### config.mk
export PLATFORM = sky130hd
export DESIGN_NAME = pixel_window_buffer
export DESIGN_NICKNAME = d
export VERILOG_FILES = /design/src/rtl/pixel_pkg.sv /design/src/rtl/pixel_window_buffer_line_buffer.sv /design/src/rtl/pixel_window_buffer.sv
export SDC_FILE = /design/constraint.sdc
export NUM_CORES = 2
export LEC_CHECK = 0
export CAP_MARGIN = 15
export CORE_MARGIN = 2
export CORE_UTILIZATION = 55
export DETAILED_ROUTE_END_ITERATION = 6
export PLACE_DENSITY_LB_ADDON = 0.2
export RECOVER_POWER = 100
export SYNTH_ARGS = -nofsm -noshare
export SYNTH_HDL_FRONTEND = slang
export SYNTH_SLANG_ARGS = --single-unit
export TNS_END_PERCENT = 20
### constraint.sdc
create_clock -name clk -period 9.7 [get_ports clk]
set_input_delay 2.425 -clock clk [delete_from_list [all_inputs] [get_ports clk]]
set_output_delay 2.425 -clock clk [all_outputs]
set_load 0.005 [all_outputs]
### src/rtl/pixel_pkg.sv
// Shared types for the pixel window buffer: pixel width, window layout and FSM states.
package pixel_pkg;

    localparam int PIX_W = 4;

    typedef logic [PIX_W-1:0] pixel_t;
    typedef pixel_t window_t [3][3];

    typedef enum logic {
        WAIT_SOF = 1'b0,
        ACTIVE   = 1'b1
    } state_t;

endpackage

### src/rtl/pixel_window_buffer_line_buffer.sv
// One raster line of pixels: asynchronous read and synchronous write at a shared address.
module line_buffer #(
    parameter int DEPTH = 320,
    parameter int PIX_W = 4
) (
    input  logic                     clk,
    input  logic [$clog2(DEPTH)-1:0] addr,
    input  logic                     wr_en,
    input  logic [PIX_W-1:0]         wr_data,
    output logic [PIX_W-1:0]         rd_data
);

    logic [PIX_W-1:0] mem [DEPTH];

    // Combinational read so the new window column is formed in the accepting cycle.
    assign rd_data = mem[addr];

    always_ff @(posedge clk) begin
        if (wr_en) begin
            mem[addr] <= wr_data;
        end
    end

endmodule

### src/rtl/pixel_window_buffer.sv
// Raster pixel stream to 3x3 neighbourhood windows, with position tracking and frame-done pulse.
//
// state    | meaning
// WAIT_SOF | idle; only a valid pixel with frameStart is accepted (as pixel 0,0)
// ACTIVE   | accepting pixels of a frame; frameStart here restarts the frame
module pixel_window_buffer #(
    parameter int IMG_WIDTH  = 320,
    parameter int IMG_HEIGHT = 240,
    parameter int PIX_W      = pixel_pkg::PIX_W
) (
    input  logic                          clk,
    input  logic                          nreset,
    input  logic [PIX_W-1:0]              pixelIn,
    input  logic                          pixelInValid,
    input  logic                          frameStart,
    output logic [PIX_W-1:0]              window [3][3],
    output logic                          windowValid,
    output logic [$clog2(IMG_WIDTH)-1:0]  centerX,
    output logic [$clog2(IMG_HEIGHT)-1:0] centerY,
    output logic                          frameDone
);

    import pixel_pkg::*;

    localparam int CW = $clog2(IMG_WIDTH);
    localparam int RW = $clog2(IMG_HEIGHT);
    localparam logic [CW-1:0] COL_LAST = CW'(IMG_WIDTH - 1);
    localparam logic [RW-1:0] ROW_LAST = RW'(IMG_HEIGHT - 1);

    state_t           state, state_next;
    logic [CW-1:0]    col, col_next, col_cur;
    logic [RW-1:0]    row, row_next, row_cur;
    logic             accept;
    logic             last_pix;
    logic             win_ok;
    logic [PIX_W-1:0] lb0_rd, lb1_rd;
    logic [PIX_W-1:0] new_col [3];

    // A frameStart pixel is always position (0,0), even when it aborts a frame in progress.
    always_comb begin
        state_next = state;
        col_next   = col;
        row_next   = row;
        accept     = 1'b0;
        col_cur    = col;
        row_cur    = row;
        if (pixelInValid && (frameStart || state == ACTIVE)) begin
            accept = 1'b1;
            if (frameStart) begin
                col_cur = '0;
                row_cur = '0;
            end
        end
        last_pix = (col_cur == COL_LAST) && (row_cur == ROW_LAST);
        win_ok   = accept && (row_cur >= RW'(2)) && (col_cur >= CW'(2));
        if (accept) begin
            state_next = ACTIVE;
            if (last_pix) begin
                state_next = WAIT_SOF;
                col_next   = '0;
                row_next   = '0;
            end else if (col_cur == COL_LAST) begin
                col_next = '0;
                row_next = row_cur + 1'b1;
            end else begin
                col_next = col_cur + 1'b1;
                row_next = row_cur;
            end
        end
    end

    always_ff @(posedge clk or negedge nreset) begin
        if (!nreset) begin
            state <= WAIT_SOF;
            col   <= '0;
            row   <= '0;
        end else begin
            state <= state_next;
            col   <= col_next;
            row   <= row_next;
        end
    end

    line_buffer #(.DEPTH(IMG_WIDTH), .PIX_W(PIX_W)) u_lb0 (
        .clk     (clk),
        .addr    (col_cur),
        .wr_en   (accept),
        .wr_data (pixelIn),
        .rd_data (lb0_rd)
    );

    line_buffer #(.DEPTH(IMG_WIDTH), .PIX_W(PIX_W)) u_lb1 (
        .clk     (clk),
        .addr    (col_cur),
        .wr_en   (accept),
        .wr_data (lb0_rd),
        .rd_data (lb1_rd)
    );

    assign new_col[0] = lb1_rd;
    assign new_col[1] = lb0_rd;
    assign new_col[2] = pixelIn;

    always_ff @(posedge clk or negedge nreset) begin
        if (!nreset) begin
            for (int r = 0; r < 3; r++) begin
                for (int c = 0; c < 3; c++) begin
                    window[r][c] <= '0;
                end
            end
            windowValid <= 1'b0;
            frameDone   <= 1'b0;
            centerX     <= '0;
            centerY     <= '0;
        end else begin
            windowValid <= win_ok;
            frameDone   <= win_ok && last_pix;
            if (accept) begin
                for (int r = 0; r < 3; r++) begin
                    window[r][0] <= window[r][1];
                    window[r][1] <= window[r][2];
                    window[r][2] <= new_col[r];
                end
                centerX <= col_cur - 1'b1;
                centerY <= row_cur - 1'b1;
            end
        end
    end

endmodule
# --- Yosys cells after proc, flatten, opt, wreduce, memory -nomap -nowiden ---
# Memories as Yosys holds them, arrays and structs flattened. A register that Yosys moved wholly into a read port is not among the register bits.
# Cells that the tools add are included.
classes:
  n_eq_ne: 2
  n_reduce_logical: 7
  n_mux: 12
  order_cmp: 2
  add_sub_neg: 4
ops:
  columns: ["cell", "n"]
  rows:
  - ["$mux 9", 4]
  - ["$mux 8", 4]
  - ["$add 9x1->9 const B", 1]
  - ["$eq 9x9->1 const B", 1]
  - ["$ge 9x2->1 const B", 1]
  - ["$sub 9x1->9 const B", 1]
  - ["$add 8x1->8 const B", 1]
  - ["$eq 8x8->1 const B", 1]
  - ["$ge 8x2->1 const B", 1]
  - ["$sub 8x1->8 const B", 1]
  - ["$logic_and 1x1->1", 5]
  - ["$mux 1", 4]
  - ["$logic_not 1->1", 1]
  - ["$logic_or 1x1->1", 1]
word_totals:
  in_bits: 8
  mem_count: 2
  mem_bits_rw: 2560
  regBits: 69
memory_table:
  columns: ["name", "words", "word_bits", "read_ports", "rd_clocked_by_memory_dff", "wr", "line", "text"]
  rows:
  - ["u_lb0.mem", 320, 4, 1, 0, 1, "pixel_window_buffer_line_buffer.sv:13", "logic [PIX_W-1:0] mem [DEPTH];"]
  - ["u_lb1.mem", 320, 4, 1, 1, 1, "pixel_window_buffer_line_buffer.sv:13", null]

# --- Logic depth before layout (Yosys ltp) ---
depth:
  depth_word: 7
  mapped_depth: 17

# --- Modules after synthesis ---
# Synthesis repeated with hierarchy kept, for this count alone.
hier_totals:
  cells_unflattened: 5394
  area_unflattened_um2: 104734.2
modules_own_cells:
  columns: ["module", "instances", "cells_per_inst", "area_each_um2", "seq_area_each_um2"]
  rows:
  - ["line_buffer", 2, 2491, 50577.3, 38436.9]
  - ["pixel_window_buffer", 1, 412, 3579.7, 1826.8]

# --- Least setup slack after synthesis ---
# No wires, ideal clock.
synth_timing:
  path_type: "input to register"
  from: "input port pixelInValid"
  to: "memory u_lb1.mem[0][2], data pin"
  setup_time_ns: 0.977
  t_arrival_ns: 7.875
  path_slack_ns: 0.848
  required_time_ns: 8.723
  path_stages: 11
  n_path_buf: 3
  cell_sequence: "buf_4 > a21boi_4 > nand2_1 > buf_2 > clkbuf_1 > a211oi_1 > nor4_1 > o22ai_1 > nor3_1 > or3_1 > nand2_1"
synth_via:
  elab_chain_len: 3
synth_lines:
  columns: ["item", "line", "text"]
  rows:
  - ["start: declaration", "pixel_window_buffer.sv:14", "input logic pixelInValid,"]
  - ["$logic_and 1x1->1", "pixel_window_buffer.sv:47", "if (pixelInValid && (frameStart || state == ACTIVE)) begin"]
  - ["$mux 9", "pixel_window_buffer.sv:47", null]
  - ["$mem_v2 320x4", null, null]
  - ["named net lb0_rd[2]", "pixel_window_buffer.sv:36", "logic [PIX_W-1:0] lb0_rd, lb1_rd;"]
  - ["end: declaration", "pixel_window_buffer_line_buffer.sv:13", null]
# The timed path passes the listed nets, and every way through them passes these cells.

# --- Final worst setup path ---
layout_timing:
  from: "input port pixelInValid"
  to: "memory u_lb0.mem[26][0], enable pin"
layout_via:
  elab_chain_len: 4
layout_lines:
  columns: ["item", "line", "text"]
  rows:
  - ["$logic_and 1x1->1 *", "pixel_window_buffer.sv:47", null]
  - ["$mux 1", "pixel_window_buffer.sv:47", null]
  - ["$mux 1", "pixel_window_buffer_line_buffer.sv:19", "if (wr_en) begin"]
  - ["$mux 1 (not written as such)", "pixel_window_buffer_line_buffer.sv:20", "mem[addr] <= wr_data;"]
  - ["end: declaration", "pixel_window_buffer_line_buffer.sv:13", null]
# Mark *: on every way between the ends. The rest lies on a longest branch, timed or not.

==> impl_metrics.py <==
metrics = {
    "outcome": {
        "outcome": "finished, violations left",
        "violations": "capacitance limit, slew limit",
    },
    "die": {
        "core-area_sq_um": 190000,
        "die_area_sq_um": 195000,
        "die_w_um": 442,
        "die_h_um": 442,
        "num_io_pins": 63,
        "rows": 160,
        "start_util": 0.554,
    },
    "clock_network": {
        "htree_num_levels": 5,
        "cts.repair.resized": 0,
        "worst_skew_pair.late_latency_ns": 0.95,
        "cts_setup_buffers": 0,
        "cts_hold_buf": 0,
        "clkSinkCount": 2633,
        "cts_max_path_buffers": 4,
        "cts_tree": "done",
        "clockRootBuffer": "clkbuf_16",
        "clk_pin_slew_worst_paths_ns": 0.06,
        "numCtsBuffers": 282,
    },
    "global_route": {
        "antenna_found_initial": 12,
        "grt_first_pass_wirelength_mm": 429,
        "gr-usage-all-layers": 0.297,
        "grt_start_max_net_pins": 181,
        "overflow": 0,
        "grt_pass1_vias": 62008,
    },
    "placed_design": {
        "port_buffers": 62,
        "place.gp.congestion": 0.873,
        "hpwl_mm": 168,
    },
    "synthesis": {
        "synth.avg_cell_area_sq_um": 14.2,
        "synth_edf_count": 2560,
        "synth_nets": 7431,
        "synth_cell_types": 68,
        "syn_area_sq_um": 106000,
        "yosysSeqAreaShare": 0.746,
        "ys_ff_latch": 2633,
        "synth_cells": 7417,
        "ys_async_sr_fraction": 0.0277,
        "ys.flop_type": "edfxtp_1",
        "yosysWarnings": 0,
    },
    "critical_path": {
        "cpMaxStageDelayCell": "clkbuf_1",
        "max_stage_delay_ns": 1.41,
        "worstSetupStartpointType": "input pin",
        "cp_num_cells": 8,
        "critPathBufInv": 4,
        "rr_worst_depth": 8,
        "critPathRequiredTime_ns": 10.21,
        "crit_end": "u_lb0.mem[26][0]$_DFFE_PP_",
        "r2r-end": "u_lb0.mem[26][0]$_DFFE_PP_",
        "startpoint": "pixelInValid",
        "cp_cell_sequence": "dlygate4sd3_1 -> a21boi_0 -> inv_8 -> buf_12 -> ha_1 -> nand3_1 -> clkbuf_1 -> nor2_1",
        "cp.arrival_ns": 9.14,
        "cp_top_family": "buffers and inverters",
        "cp_max_fo": 89,
        "critPathKind": "in2reg",
        "crit_path_end_kind": "flop",
        "reg2reg_from": "col[0]$_DFFE_PN0P_",
        "r2r_slack_ns": 2.34,
    },
    "route": {
        "wl_per_cell_um": 29.5,
        "viasPerCell": 6.55,
        "drt_iter0_drc": 9533,
        "route.detailed.drc": 0,
        "vias": 66047,
        "wirelength_mm": 297,
        "antenna_left": 0,
        "dr.pass1.iters": 6,
    },
    "pwr": {
        "p_leak_nw": 38.2,
        "max-vdd-ir-drop_v": 0.000202,
        "cellPowerDensity_nw_per_um2": 241,
    },
    "sta": {
        "fin_crit_sh": 0.889,
        "slew_viol_final": 1281,
        "hold_viol": 0,
        "max_freq_mhz": 116,
        "rsz0062_at_grt": "false",
        "min_period_ns": 8.62,
        "slew_headroom": -3.31,
        "setup_tns_ns": 0,
        "setup-violations-final": 0,
        "tightestPinTransition_ns": 6.46,
        "finClkSkew_ns": 0.0615,
        "holdWs_ns": 0.467,
    },
    "final_layout": {
        "nets": 7394,
        "final_common_cell": "edfxtp_1",
        "area_growth_pct": 10.7,
        "final.fill_count": 14011,
        "final_cell_mix": "2560 x edfxtp_1, 1343 x nand2_1, 389 x a21oi_1, 381 x a211oi_1, 360 x nor2_1",
        "drive_above_1_share": 0.0723,
        "utilization": 0.614,
    },
    "worst_hold_path": {
        "min_from": "window[10]$_DFFE_PN0P_",
        "hold_path_depth": 2,
        "min_path_type": "reg2reg",
    },
    "flow_run": {
        "cap_violations": 27,
    },
}
## worst min-delay path by stage
stage | to | slack (ns)
after global placement | window[8]$_DFFE_PN0P_ | 0.46
after detailed placement | window[10]$_DFFE_PN0P_ | 0.46
after global routing | window[11]$_DFFE_PN0P_ | 0.50
final | window[10]$_DFFE_PN0P_ | 0.47
after CTS | window[10]$_DFFE_PN0P_ | 0.48
after floorplan | window[10]$_DFFE_PN0P_ | 0.47
## layout make-up
class                   instances  area (sq um)  share of cell area
diodes                          9          22.5            0.000193
clock buffers                 366          7630              0.0654
clock inverters               101           722             0.00618
inverters                      10          60.1            0.000514
multi-input cells            4218         24300               0.208
flip-flops and latches       2633         78700               0.674
well taps                    2511          3140              0.0269
repair buffers                235          2260              0.0194
## cells by family (layout without fill, tap and decap cells)
group           after synthesis  in the layout  synth area share
simple gates               2414           2414            0.0996
flops                      2633           2633             0.746
fa+ha+maj                     6              6          0.000711
xor+xnor                      7              7          0.000581
other cells                   0              9                 0
mux                         344            344            0.0330
compound gates             1447           1447            0.0949
buf+inv                     566            712            0.0255
## power by group
| part | switching (mW) | internal [mW] | total [mW] | leakage (nW) |
|---|---|---|---|---|
| Combinational | 3.53 | 1.09 | 4.62 | 10.2 |
| Clock | 4.25 | 5.77 | 10.0 | 4.09 |
| Sequential | 0.0732 | 13.4 | 13.5 | 23.9 |
## flip-flops by register name, summed over array words and instances (netlist names)
signal,count
state,1
window,36
u_lb0.mem,1280
row,8
frameDone,1
centerY,8
centerX,9
windowValid,1
col,9
u_lb1.mem,1280
## worst min-delay path, cell delays in order, from the launching register on
cell	delay (ns)
dfrtp_1	0.33
nand2_1	0.05
nand2_1	0.06
## routing by layer
metal | vias to the layer above | GRT usage | wire length, um
li1 | 28163 | - | -
met1 | 33268 | 0.432 | 119000
met2 | 4022 | 0.445 | 134000
met3 | 588 | 0.0651 | 33300
met4 | 6 | 0.106 | 10500
met5 | - | 0 | 36
## synth_stat cells, types with 9 or more instances
cell | instances | area (sq um)
edfxtp_1 | 2560 | 76900
nand2_1 | 1349 | 5060
a21oi_1 | 389 | 1950
a211oi_1 | 381 | 2860
nor2_1 | 363 | 1360
mux2i_1 | 333 | 3330
buf_2 | 279 | 1400
nand3_1 | 247 | 1240
a311oi_1 | 217 | 1900
and2_1 | 207 | 1290
clkbuf_1 | 158 | 593
a31oi_1 | 140 | 876
nor2b_1 | 133 | 832
a22oi_1 | 105 | 788
dfrtp_1 | 73 | 1830
buf_1 | 67 | 251
nor4_1 | 58 | 363
a221oi_1 | 51 | 447
o21ai_0 | 51 | 255
buf_4 | 46 | 345
a32oi_1 | 26 | 228
o22ai_1 | 23 | 144
nor3_1 | 20 | 100
o41ai_1 | 10 | 87.6
mux2_2 | 9 | 101
o31ai_1 | 9 | 67.6
or4_1 | 9 | 67.6
## per-stage QoR
stage | area (sq um) | setup slack, ns | instances | total power [mW]
final | 117000 | 1.08 | 10083 | 28.2
after global routing | 117000 | 1.15 | 10075 | 28.9
after CTS | 117000 | 2.37 | 10074 | 28.2
after detailed placement | 109000 | 1.40 | 9607 | 18.3
after global placement | 109000 | 1.50 | 9607 | 18.2
after floorplan | 106000 | 0.848 | 7417 | 16.6
(Power assumes the default switching activity.)
